$ cat src/rtl/priority_arbiter.sv
// priority_arbiter -- 8-requester arbiter with one registered, one-hot grant.
// A grant is held until the grantee signals done, drops its request, or the
// hold counter expires after HOLD_MAX cycles. There is always one dead cycle
// between grants. A grant revoked by expiry alone is flagged by a one-cycle
// timeout pulse.
// Optional macro ROUND_ROBIN_EN: round-robin selection from a rotating
// pointer. When it is undefined, the highest requesting index wins.
module priority_arbiter #(
  parameter int unsigned HOLD_MAX = 15   // legal range 1..15
) (
  input  logic       clk,
  input  logic       rst_n,
  input  logic [7:0] req,
  input  logic       done,
  output logic [7:0] grant,
  output logic [2:0] grant_id,
  output logic       grant_valid,
  output logic       timeout
);

  typedef enum logic {
    IDLE = 1'b0,
    BUSY = 1'b1
  } state_t;

  // Value of hold_cnt during the final permitted grant cycle.
  localparam logic [3:0] HOLD_LAST = 4'(HOLD_MAX - 1);

  state_t     r_state;
  logic [7:0] r_grant;
  logic [2:0] r_grant_id;
  logic [3:0] r_hold_cnt;
  logic       r_timeout;

  state_t     w_state_nxt;
  logic [7:0] w_grant_nxt;
  logic [2:0] w_grant_id_nxt;
  logic [3:0] w_hold_cnt_nxt;
  logic       w_timeout_nxt;

  logic [2:0] w_win_id;
  logic       w_expired;
  logic       w_normal_rel;

`ifdef ROUND_ROBIN_EN
  logic [2:0] r_ptr;
  logic [2:0] w_ptr_nxt;
  logic [2:0] w_cand;
  logic       w_found;

  // Search upward from the pointer, wrapping 7 -> 0; the first set bit wins.
  always_comb begin
    w_win_id = '0;
    w_cand   = '0;
    w_found  = 1'b0;
    for (int k = 0; k < 8; k++) begin
      w_cand = r_ptr + 3'(k);
      if (!w_found && req[w_cand]) begin
        w_win_id = w_cand;
        w_found  = 1'b1;
      end
    end
  end

  // Rotating pointer register; it moves only when a grant is issued.
  always_ff @(posedge clk or negedge rst_n) begin
    if (!rst_n) r_ptr <= '0;
    else        r_ptr <= w_ptr_nxt;
  end
`else
  // Fixed priority: a later (higher) set index overrides an earlier one.
  always_comb begin
    w_win_id = '0;
    for (int i = 0; i < 8; i++) begin
      if (req[i]) w_win_id = 3'(i);
    end
  end
`endif

  // Release causes. The grantee's own request bit is indexed through the
  // registered grant_id. Other request bits have no effect.
  assign w_normal_rel = done | ~req[r_grant_id];
  assign w_expired    = (r_hold_cnt == HOLD_LAST);

  // Compute the next state and the next registered outputs.
  always_comb begin
    // NOTE: every variable gets a default before the case statement, so no
    // path through the case can leave a value unassigned and infer a latch.
    w_state_nxt    = r_state;
    w_grant_nxt    = r_grant;
    w_grant_id_nxt = r_grant_id;
    w_hold_cnt_nxt = r_hold_cnt;
    w_timeout_nxt  = 1'b0;
`ifdef ROUND_ROBIN_EN
    w_ptr_nxt      = r_ptr;
`endif
    unique case (r_state)
      IDLE: begin
        // done is ignored here; only a nonzero req starts a grant.
        if (|req) begin
          w_state_nxt    = BUSY;
          w_grant_nxt    = 8'(1) << w_win_id;
          w_grant_id_nxt = w_win_id;
          w_hold_cnt_nxt = '0;
`ifdef ROUND_ROBIN_EN
          w_ptr_nxt      = w_win_id + 3'd1;
`endif
        end
      end
      BUSY: begin
        if (w_normal_rel || w_expired) begin
          w_state_nxt    = IDLE;
          w_grant_nxt    = '0;
          w_grant_id_nxt = '0;
          w_hold_cnt_nxt = '0;
          // A coincident normal release takes precedence over expiry.
          w_timeout_nxt  = w_expired & ~w_normal_rel;
        end else begin
          w_hold_cnt_nxt = r_hold_cnt + 4'd1;
        end
      end
      default: w_state_nxt = IDLE;
    endcase
  end

  // State and output registers. Reset clears them at once, without a clock.
  always_ff @(posedge clk or negedge rst_n) begin
    if (!rst_n) begin
      r_state    <= IDLE;
      r_grant    <= '0;
      r_grant_id <= '0;
      r_hold_cnt <= '0;
      r_timeout  <= 1'b0;
    end else begin
      // NOTE: non-blocking assignments here make every register sample the
      // values from before the edge, whatever the order of the statements.
      r_state    <= w_state_nxt;
      r_grant    <= w_grant_nxt;
      r_grant_id <= w_grant_id_nxt;
      r_hold_cnt <= w_hold_cnt_nxt;
      r_timeout  <= w_timeout_nxt;
    end
  end

  assign grant       = r_grant;
  assign grant_id    = r_grant_id;
  assign grant_valid = |r_grant;
  assign timeout     = r_timeout;

endmodule

$ cat config.mk
export PLATFORM = sky130hd
export DESIGN_NAME = priority_arbiter
export DESIGN_NICKNAME = d
export VERILOG_FILES = /design/src/rtl/priority_arbiter.sv
export SDC_FILE = /design/constraint.sdc
export NUM_CORES = 1
export LEC_CHECK = 0
export BUFFER_PORTS_ARGS = -buffer_cell sky130_fd_sc_hd__buf_2
export CAP_MARGIN = 20
export CORE_AREA = 8 8 49 59
export CTS_BUF_LIST = sky130_fd_sc_hd__clkbuf_8
export DETAILED_ROUTE_END_ITERATION = 8
export DIE_AREA = 0 0 57 67
export GPL_TIMING_DRIVEN = 0
export PLACE_DENSITY = 0.82
export SLEW_MARGIN = 15
export SYNTH_ARGS = -nofsm -noshare
export SYNTH_HDL_FRONTEND = slang
export SYNTH_SLANG_ARGS = --single-unit
$ cat constraint.sdc
create_clock -name clk -period 2.2 [get_ports clk]
set_input_delay 0.22 -clock clk [delete_from_list [all_inputs] [get_ports clk]]
set_output_delay 0.22 -clock clk [all_outputs]
set_load 0.05 [all_outputs]
; Yosys cells after proc, flatten, opt, wreduce, memory -nomap -nowiden
; Cells that the tools add are included.
[word_totals]
ff_bits = 17
out_inout_bits = 13
inputBits = 11
[op_classes]
n_bitwise = 5
n_addsub = 1
n_eq_ne = 3
n_reduce_logical = 4
mux = 23
n_shift = 1
order_cmp = 1
[op_table]
columns = cell, count
row1 = $mux 3, 7
row2 = $mux 8, 2
row3 = $pmux 8 s2, 1
row4 = $reduce_or 8->1, 2
row5 = $mux 4, 2
row6 = $pmux 4 s2, 1
row7 = $shl 1x3->8 const A, 1
row8 = $mux 1, 6
row9 = $pmux 3 s2, 1
row10 = $add 4x1->4 const B, 1
row11 = $eq 4x4->1 const B, 1
row12 = $lt 3x4->1 const B, 1
row13 = $bmux 1 s3, 1
row14 = $not 1->1, 3
row15 = $mux 2, 1
row16 = $ne 2x1->1 const B, 1
row17 = $ne 2x2->1 const B, 1
row18 = $pmux 1 s2, 1
row19 = $reduce_and 2->1, 1
row20 = $and 1x1->1, 1
row21 = $logic_or 1x1->1, 1
row22 = $or 1x1->1, 1

; Logic depth before layout (Yosys ltp)
; Gate-level depths: netlist of the first run.
[depth]
depth_word = 10
depth_mapped = 6

; Worst setup path after synthesis of the first run
; Ideal clock, no wire load.
[synth_path]
path_kind = reg2reg
from = reg r_grant_id[0], in the netlist grant_id[0]
to = reg r_grant_id[0], in the netlist grant_id[0]
setup_slack_ns = 0.224
setup_ns = 0.121
period_less_slack_ns = 1.976
n_path_buf = 1
stages_incl_launch_ff = 7
arrival_time_ns = 1.855
path_cell_list = dfrtp_1 buf_6 mux2_4 or3_1 nand4_2 o21bai_4 a22o_1
[synth_between]
elab_chain_cells = 7
[synth_lines]
columns = item, line
row1 = from (decl), 31  ; logic [2:0] r_grant_id;
row2 = from (signal assigned), 139  ; r_grant_id <= w_grant_id_nxt;
row3 = $bmux 1 s3, 82  ; assign w_normal_rel = done | ~req[r_grant_id];
row4 = $mux 1 (not written as such), 82
row5 = $not 1->1, 82
row6 = $or 1x1->1, 82
row7 = $logic_or 1x1->1, 111  ; if (w_normal_rel || w_expired) begin
row8 = $ne 2x1->1 (no source line), -
row9 = $reduce_and 2->1 (no source line), -
; Every way passes these cells. The select of a mux whose other input is x is not followed.
; A chain may end at the register's enable or synchronous reset.

; Worst setup path after layout of the first run
[layout_path]
from = reg r_grant_id[0], in the netlist grant_id[0]
to = reg r_grant[1], in the netlist grant[1]
[layout_between]
elab_chain_cells = 7
[layout_lines]
columns = item, line
row1 = $bmux 1 s3, 82
row2 = $mux 1 (not written as such), 82
row3 = $not 1->1, 82
row4 = $or 1x1->1, 82
row5 = $logic_or 1x1->1, 111
row6 = $ne 2x1->1 (no source line), -
row7 = $reduce_and 2->1 (no source line), -
row8 = to (signal assigned), 138  ; r_grant <= w_grant_nxt;
row9 = to (decl), 30  ; logic [7:0] r_grant;
; Every way passes these cells. The select of a mux whose other input is x is not followed.

==> out/qor.yml, run 1 <==
sta:
  relSlewSlack_pct: 47.8
  worstMarginPinSlew_ns: 0.776
  hold_viol_final: 0
  setup_viol: 0
  maxSlewViolCount: 0
  max_freq_mhz: 559
  fin_worst_skew_ns: 0.000934
  tns_ns: 0
  rsz0062_at_grt: "no"
  min_period_ns: 1.79
  fin_crit_sh_pct: 81.3
synthesis:
  synth_seq_cells: 17
  yosysWarnings: 0
  synthMuxAreaShare_pct: 4.89
  synth_xor_area_share_pct: 0.951
  synth_top_family_by_area: "simple AND/OR/NAND/NOR gates"
  avgSynthCellArea_um2: 10.6
  synth-simple-area-share_pct: 20.4
  synth.cell_area_um2: 921
  synth_cell_types: 32
  syn_nets: 100
  synth-compound-area-share_pct: 20.2
  ys_seq_area_share_pct: 46.2
  synth_fa_ha_area_share_pct: 2.72
  netlist_instances: 87
cells_and_area:
  drive_above_1_share_pct: 31.6
  fin_cells: 134
  final_area_um2: 1110
  areaGrowthSynthToFinish_pct: 20.8
  diodes: 0
  nets: 128
power:
  leakagePower_uw: 0.000550
  p_clk_share_pct: 18.4
  p_sw_uw: 569
  swShare_pct: 45.1
  internal-power_uw: 692
  combinationalPowerShare_pct: 46.1
  irDropWorstVdd_mv: 0.723
  power_density_nw_per_um2: 1130
  seqPwrFrac_pct: 35.4
floorplanning:
  num_rows: 18
  io_pins: 24
  die_y_um: 67
  die_area_um2: 3820
  die_w_um: 57
  initial_core_util_pct: 46.5
  core_area_um2: 1980
worst_setup_path:
  critical_path_class: "flop to flop"
  path_delay_family: "simple AND/OR/NAND/NOR gates"
  cp_max_fo: 10
  crit_start: "grant_id[0]$_DFFE_PN0P_"
  rr_startpoint: "grant_id[0]$_DFFE_PN0P_"
  rr_worst_depth: 6
  max_stage_delay_ns: 0.38
  startpoint_type: "flop"
  critical_path.cell_chain: "buf_6, mux2_4, or3_1, nand4_2, o21bai_4, a22o_1"
  end_kind: "flop"
  cp_data_arrival_time_ns: 1.92
  r2r_slack_ns: 0.41
  reg2reg_to: "grant[1]$_DFFE_PN0P_"
  critPathBufInv: 1
  cp_slowest_cell: "dfrtp_1"
  required_ns: 2.33
detailed_routing:
  drt-initial-drc-count: 8
  routed_wl_um: 2140
  num_vias: 784
  wire_per_inst_um: 15.9
  antenna_left: 0
  drtPass1Iterations: 4
  vias_per_cell: 5.85
  drc: 0
clocking:
  cts_num_sinks: 17
  ctsLongestPathBuffers: 2
  numCtsBuffers: 3
  postCtsSetupRepairBufs: 0
  cts-root-buf: "clkbuf_8"
  clock_latency_ns: 0.25
  cts_tree: "built"
  htreeDepth: 1
  ctsResizeCount: 0
  holdBufCountCts: 1
  clk_pin_slew_worst_paths_ns: 0.07
place:
  dpl-instance-area_um2: 1060
  dp_cells: 129
  io_buffers: 22
  dp_hpwl_um: 1660
  place.gp.congestion: 0.845
global_route:
  grt_max_degree: 18
  antenna_found_initial: 0
  grt_pass1_wl_um: 3700
  grt_pass1_vias: 842
  grt-ovfl-total: 0
  track_usage_pct: 11.8
worst_hold_path:
  hp-start: "req[6]"
  min_path_type: "primary input to flop"
  hold_end: "grant[6]$_DFFE_PN0P_"
  worstHoldPathCells: 2
run_status:
  status: "completed"
flow_run:
  max_cap_viol_count: 0
-- placed cells by master, fill, tap and decap left out, types with 2 or more instances in the layout --
cell / instances
a21oi_1: 3
a22o_1: 5
a32o_1: 2
buf_2: 23
clkbuf_8: 3
dfrtp_1: 17
ha_1: 2
inv_1: 7
mux2i_1: 3
nand2_1: 8
nand2b_1: 2
nand3_1: 3
nor2_1: 6
nor4_1: 5
o21ai_0: 3
o2bb2ai_1: 3
-- cells in the mapped netlist (all sizes together) --
| cell | count | area, um^2 |
|---|---|---|
| a22o | 5 | 43.8 |
| xor2 | 1 | 8.76 |
| o2bb2ai | 3 | 26.3 |
| nor2 | 6 | 22.5 |
| a311oi | 1 | 15.0 |
| and3 | 1 | 6.26 |
| inv | 7 | 26.3 |
| nand3 | 3 | 15.0 |
| a32o | 2 | 20.0 |
| nand2b | 3 | 26.3 |
| nand4 | 1 | 12.5 |
| o21bai | 2 | 26.3 |
| nor3 | 1 | 10.0 |
| dfrtp | 17 | 425 |
| o311ai | 1 | 8.76 |
| or3 | 2 | 17.5 |
| nor4 | 5 | 31.3 |
| and2 | 1 | 7.51 |
| o32ai | 1 | 8.76 |
| a21oi | 3 | 15.0 |
| mux2i | 3 | 30.0 |
| o21ai | 3 | 15.0 |
| o31ai | 1 | 7.51 |
| buf | 2 | 16.3 |
| nand2 | 8 | 30.0 |
| or3b | 1 | 8.76 |
| ha | 2 | 25.0 |
| mux2 | 1 | 15.0 |
-- registers in the layout, indices dropped and copies added, names as in the netlist --
| register | flops |
|---|---|
| grant | 8 |
| r_hold_cnt | 4 |
| grant_id | 3 |
| r_state | 1 |
| timeout | 1 |
-- power groups by stage --
stage	clock network (uW)	registers [uW]	logic [uW]
after detailed placement	0	452	586
final	233	447	582
after global placement	0	451	571
after global routing	246	461	625
after floorplan	0	599	294
after CTS	235	447	588
-- per-stage QoR --
stage	setup slack, ns	util (%)	hold slack (ns)	total power, uW
finish	0.412	56.1	0.289	1260
global route	0.339	56.1	0.315	1330
CTS	0.422	56.1	0.279	1270
detailed placement	0.398	53.3	0.155	1040
global placement	0.405	53.3	0.154	1020
floorplan	0.224	-	-0.0756	892
-- layout make-up --
type                            instances  area, um^2
Clock buffer                            3        41.3
Timing Repair Buffer                   23         120
Fill cell                             188         870
Clock inverter                          1        5.00
Sequential cell                        17         425
Multi-Input combinational cell         61         453
Inverter                                7        26.3
Buffer                                  2        16.3
Tap cell                               20        25.0
-- layer usage --
layer	up-vias	global-route usage, %	share of wire, %
met4	0	4.41	0.75
li1	375	-	-
met1	394	13.4	42
met5	-	0	0
met2	13	20.7	53
met3	2	3.04	4.1
-- worst register-to-register path, stage by stage (launching register included) --
cell and delay, ns:
dfrtp_1 0.38, buf_6 0.14, mux2_4 0.29, or3_1 0.32
nand4_2 0.14, o21bai_4 0.13, a22o_1 0.27
-- kinds of logic after synthesis --
| group | after synthesis |
|---|---|
| flip-flops | 17 |
| multiplexers | 4 |
| adder cells (fa/ha/maj) | 2 |
| AO/OA/AOI/OAI | 22 |
| XOR/XNOR | 1 |
| AND/OR/NAND/NOR | 32 |
| buffers and inverters | 9 |
-- worst max path at each step --
stage                                    endpoint  slack (ns)  depth (start not counted)
after floorplan           grant_id[0]$_DFFE_PN0P_        0.22                          6
after global placement       grant[6]$_DFFE_PN0P_        0.40                          5
after detailed placement     grant[1]$_DFFE_PN0P_        0.40                          5
after CTS                    grant[1]$_DFFE_PN0P_        0.42                          6
after global routing         grant[6]$_DFFE_PN0P_        0.34                          6
final                        grant[1]$_DFFE_PN0P_        0.41                          6
Note: power is estimated with default switching activity, not from simulation.
==> run 2: changes to the inputs <==
clock period = 1.85 ns   (was 2.2 ns; I/O delays follow)
==> run 2 against run 1 <==
- global-route usage is 0.26 points lower
- non-clock buffer count is the same
- wire length shrank 3.0%
- sequential power up 21%
- largest power group unchanged
==> out/qor.yml, run 2 (same netlist as run 1, synthesis figures left out) <==
cells_and_area:
  final_util_pct: 56.1  # unchanged
  diodes: 0  # unchanged
  largest_register_ffs: 8  # unchanged
  areaGrowthSynthToFinish_pct: 20.8  # unchanged
  drive_above_1_share_pct: 31.6  # unchanged
  layout_common_cells: "buf_2 (23), dfrtp_1 (16), inv_1 (8), nand2_1 (8), nor2_1 (6)"
  final_common_cell: "buf_2"
  nets: 128  # unchanged
sta:
  setup_viol: 0  # unchanged
  fin_crit_sh_pct: 95.8  # +15 points
  hold_viol_final: 0  # unchanged
  max_freq_mhz: 564  # +0.88%
  final.setup.worst_slack_ns: 0.0773  # -0.334 ns
  rsz0062_at_grt: "no"
  min_period_ns: 1.77  # -0.0155 ns
  worstMarginPinSlew_ns: 0.733  # -0.0426 ns
  maxSlewViolCount: 0  # unchanged
  relSlewSlack_pct: 50.7  # +2.9 points
  tns_ns: 0  # unchanged
  fin_worst_skew_ns: 0.00548  # +0.00455 ns
power:
  irDropWorstVdd_mv: 0.609  # -16%
  leakagePower_uw: 0.000550  # about the same
  power_density_nw_per_um2: 1340  # +18%
clocking:
  cts_num_sinks: 17  # unchanged
  clock_latency_ns: 0.25  # about the same
  cts_tree: "built"
  ctsLongestPathBuffers: 2  # unchanged
  ctsResizeCount: 0  # unchanged
  postCtsSetupRepairBufs: 0  # unchanged
  numCtsBuffers: 3  # unchanged
  htreeDepth: 1  # unchanged
  clk_pin_slew_worst_paths_ns: 0.06  # about the same
  cts-root-buf: "clkbuf_8"
  holdBufCountCts: 1  # unchanged
place:
  place.gp.congestion: 0.792  # -6.2%
  io_buffers: 22  # unchanged
  dp_hpwl_um: 1600  # -3.4%
  post-place-ws_ns: 0.0777  # -0.321 ns
worst_setup_path:
  reg2reg_to: "grant[1]$_DFFE_PN0P_"
  rr_worst_depth: 6  # unchanged
  end_kind: "flop"
  rr_startpoint: "grant_id[0]$_DFFE_PN0P_"
  startpoint_type: "flop"
  cp_data_arrival_time_ns: 1.91  # about the same
  cp_max_fo: 10  # unchanged
  r2r_slack_ns: 0.08  # -0.33 ns
  critical_path_class: "flop to flop"
  required_ns: 1.99  # -0.34 ns
detailed_routing:
  num_vias: 781  # -0.38%
  antenna_left: 0  # unchanged
  drtPass1Iterations: 4  # unchanged
  drc: 0  # unchanged
  drt-initial-drc-count: 24  # +16
  wire_per_inst_um: 15.5  # -3.0%
  routed_wl_um: 2070  # -3.0%
  vias_per_cell: 5.83  # -0.38%
global_route:
  grt_pass1_wl_um: 3580  # -3.2%
  track_usage_pct: 11.6  # -0.26 points
  antenna_found_initial: 0  # unchanged
  grt_max_degree: 18  # unchanged
  grt_pass1_vias: 811  # -3.7%
  grt-ovfl-total: 0  # unchanged
worst_hold_path:
  hp-start: "req[6]"
  worstHoldPathCells: 2  # unchanged
  min_path_type: "primary input to flop"
  hold_end: "grant[6]$_DFFE_PN0P_"
floorplanning:
  die_y_um: 67  # unchanged
  core_area_um2: 1980  # unchanged
  die_w_um: 57  # unchanged
  initial_core_util_pct: 46.5  # unchanged
  io_pins: 24  # unchanged
  die_area_um2: 3820  # unchanged
  num_rows: 18  # unchanged
run_status:
  status: "completed"
flow_run:
  max_cap_viol_count: 0  # unchanged
-- run 2: critical path, stage by stage, from the launching register on --
cell and delay [ns]:
dfrtp_2 0.40, buf_6 0.13, mux2_4 0.28, or3_1 0.32
nand4_2 0.14, o21bai_4 0.12, a22o_1 0.26
-- run 2: metrics by stage --
| stage | instances | area (um^2) | hold WS [ns] | total power [uW] |
|---|---|---|---|---|
| 2_1_floorplan | 87 | 922 | -0.111 | 1060 |
| 3_3_place_gp | 129 | 1060 | 0.121 | 1210 |
| 3_5_place_dp | 129 | 1060 | 0.127 | 1240 |
| 4_1_cts | 134 | 1110 | 0.227 | 1500 |
| 5_1_grt | 134 | 1110 | 0.249 | 1580 |
| 6_report | 134 | 1110 | 0.225 | 1490 |
-- run 2: final cells by class --
type / count / area (um^2)
Buffer: 2 / 16.3
Clock buffer: 3 / 41.3
Clock inverter: 1 / 3.75
Fill cell: 190 / 870
Inverter: 7 / 26.3
Multi-Input combinational cell: 61 / 453
Sequential cell: 17 / 427
Tap cell: 20 / 25.0
Timing Repair Buffer: 23 / 120
-- run 2: report_power, final --
part           total [uW]  leakage (uW)  switching [uW]  internal [uW]
registers             540      0.000225            89.1            451
logic                 681      0.000298             456            225
clock network         270     0.0000269             122            147
-- run 2: worst max path at each step --
| stage | cells past startpoint | from | slack (ns) | to |
|---|---|---|---|---|
| 2_1_floorplan | 6 | grant_id[0]$_DFFE_PN0P_ | 0.01 | grant_id[0]$_DFFE_PN0P_ |
| 3_3_place_gp | 6 | grant_id[0]$_DFFE_PN0P_ | 0.1 | grant[1]$_DFFE_PN0P_ |
| 3_5_place_dp | 6 | grant_id[0]$_DFFE_PN0P_ | 0.08 | grant_id[0]$_DFFE_PN0P_ |
| 4_1_cts | 6 | grant_id[0]$_DFFE_PN0P_ | 0.07 | grant[1]$_DFFE_PN0P_ |
| 5_1_grt | 6 | grant_id[0]$_DFFE_PN0P_ | 0.002 | grant[1]$_DFFE_PN0P_ |
| 6_report | 6 | grant_id[0]$_DFFE_PN0P_ | 0.08 | grant[1]$_DFFE_PN0P_ |
-- run 2: per-layer routing --
metal / part of all wire [%] / wire length, um / vias up / GRT usage (%)
met4: 2.0 / 42 / 0 / 6.18
met1: 42 / 867 / 380 / 12.1
met2: 50 / 1030 / 19 / 20.4
met5: 0 / 0 / - / 0
li1: - / - / 377 / -
met3: 6.2 / 129 / 5 / 3.23
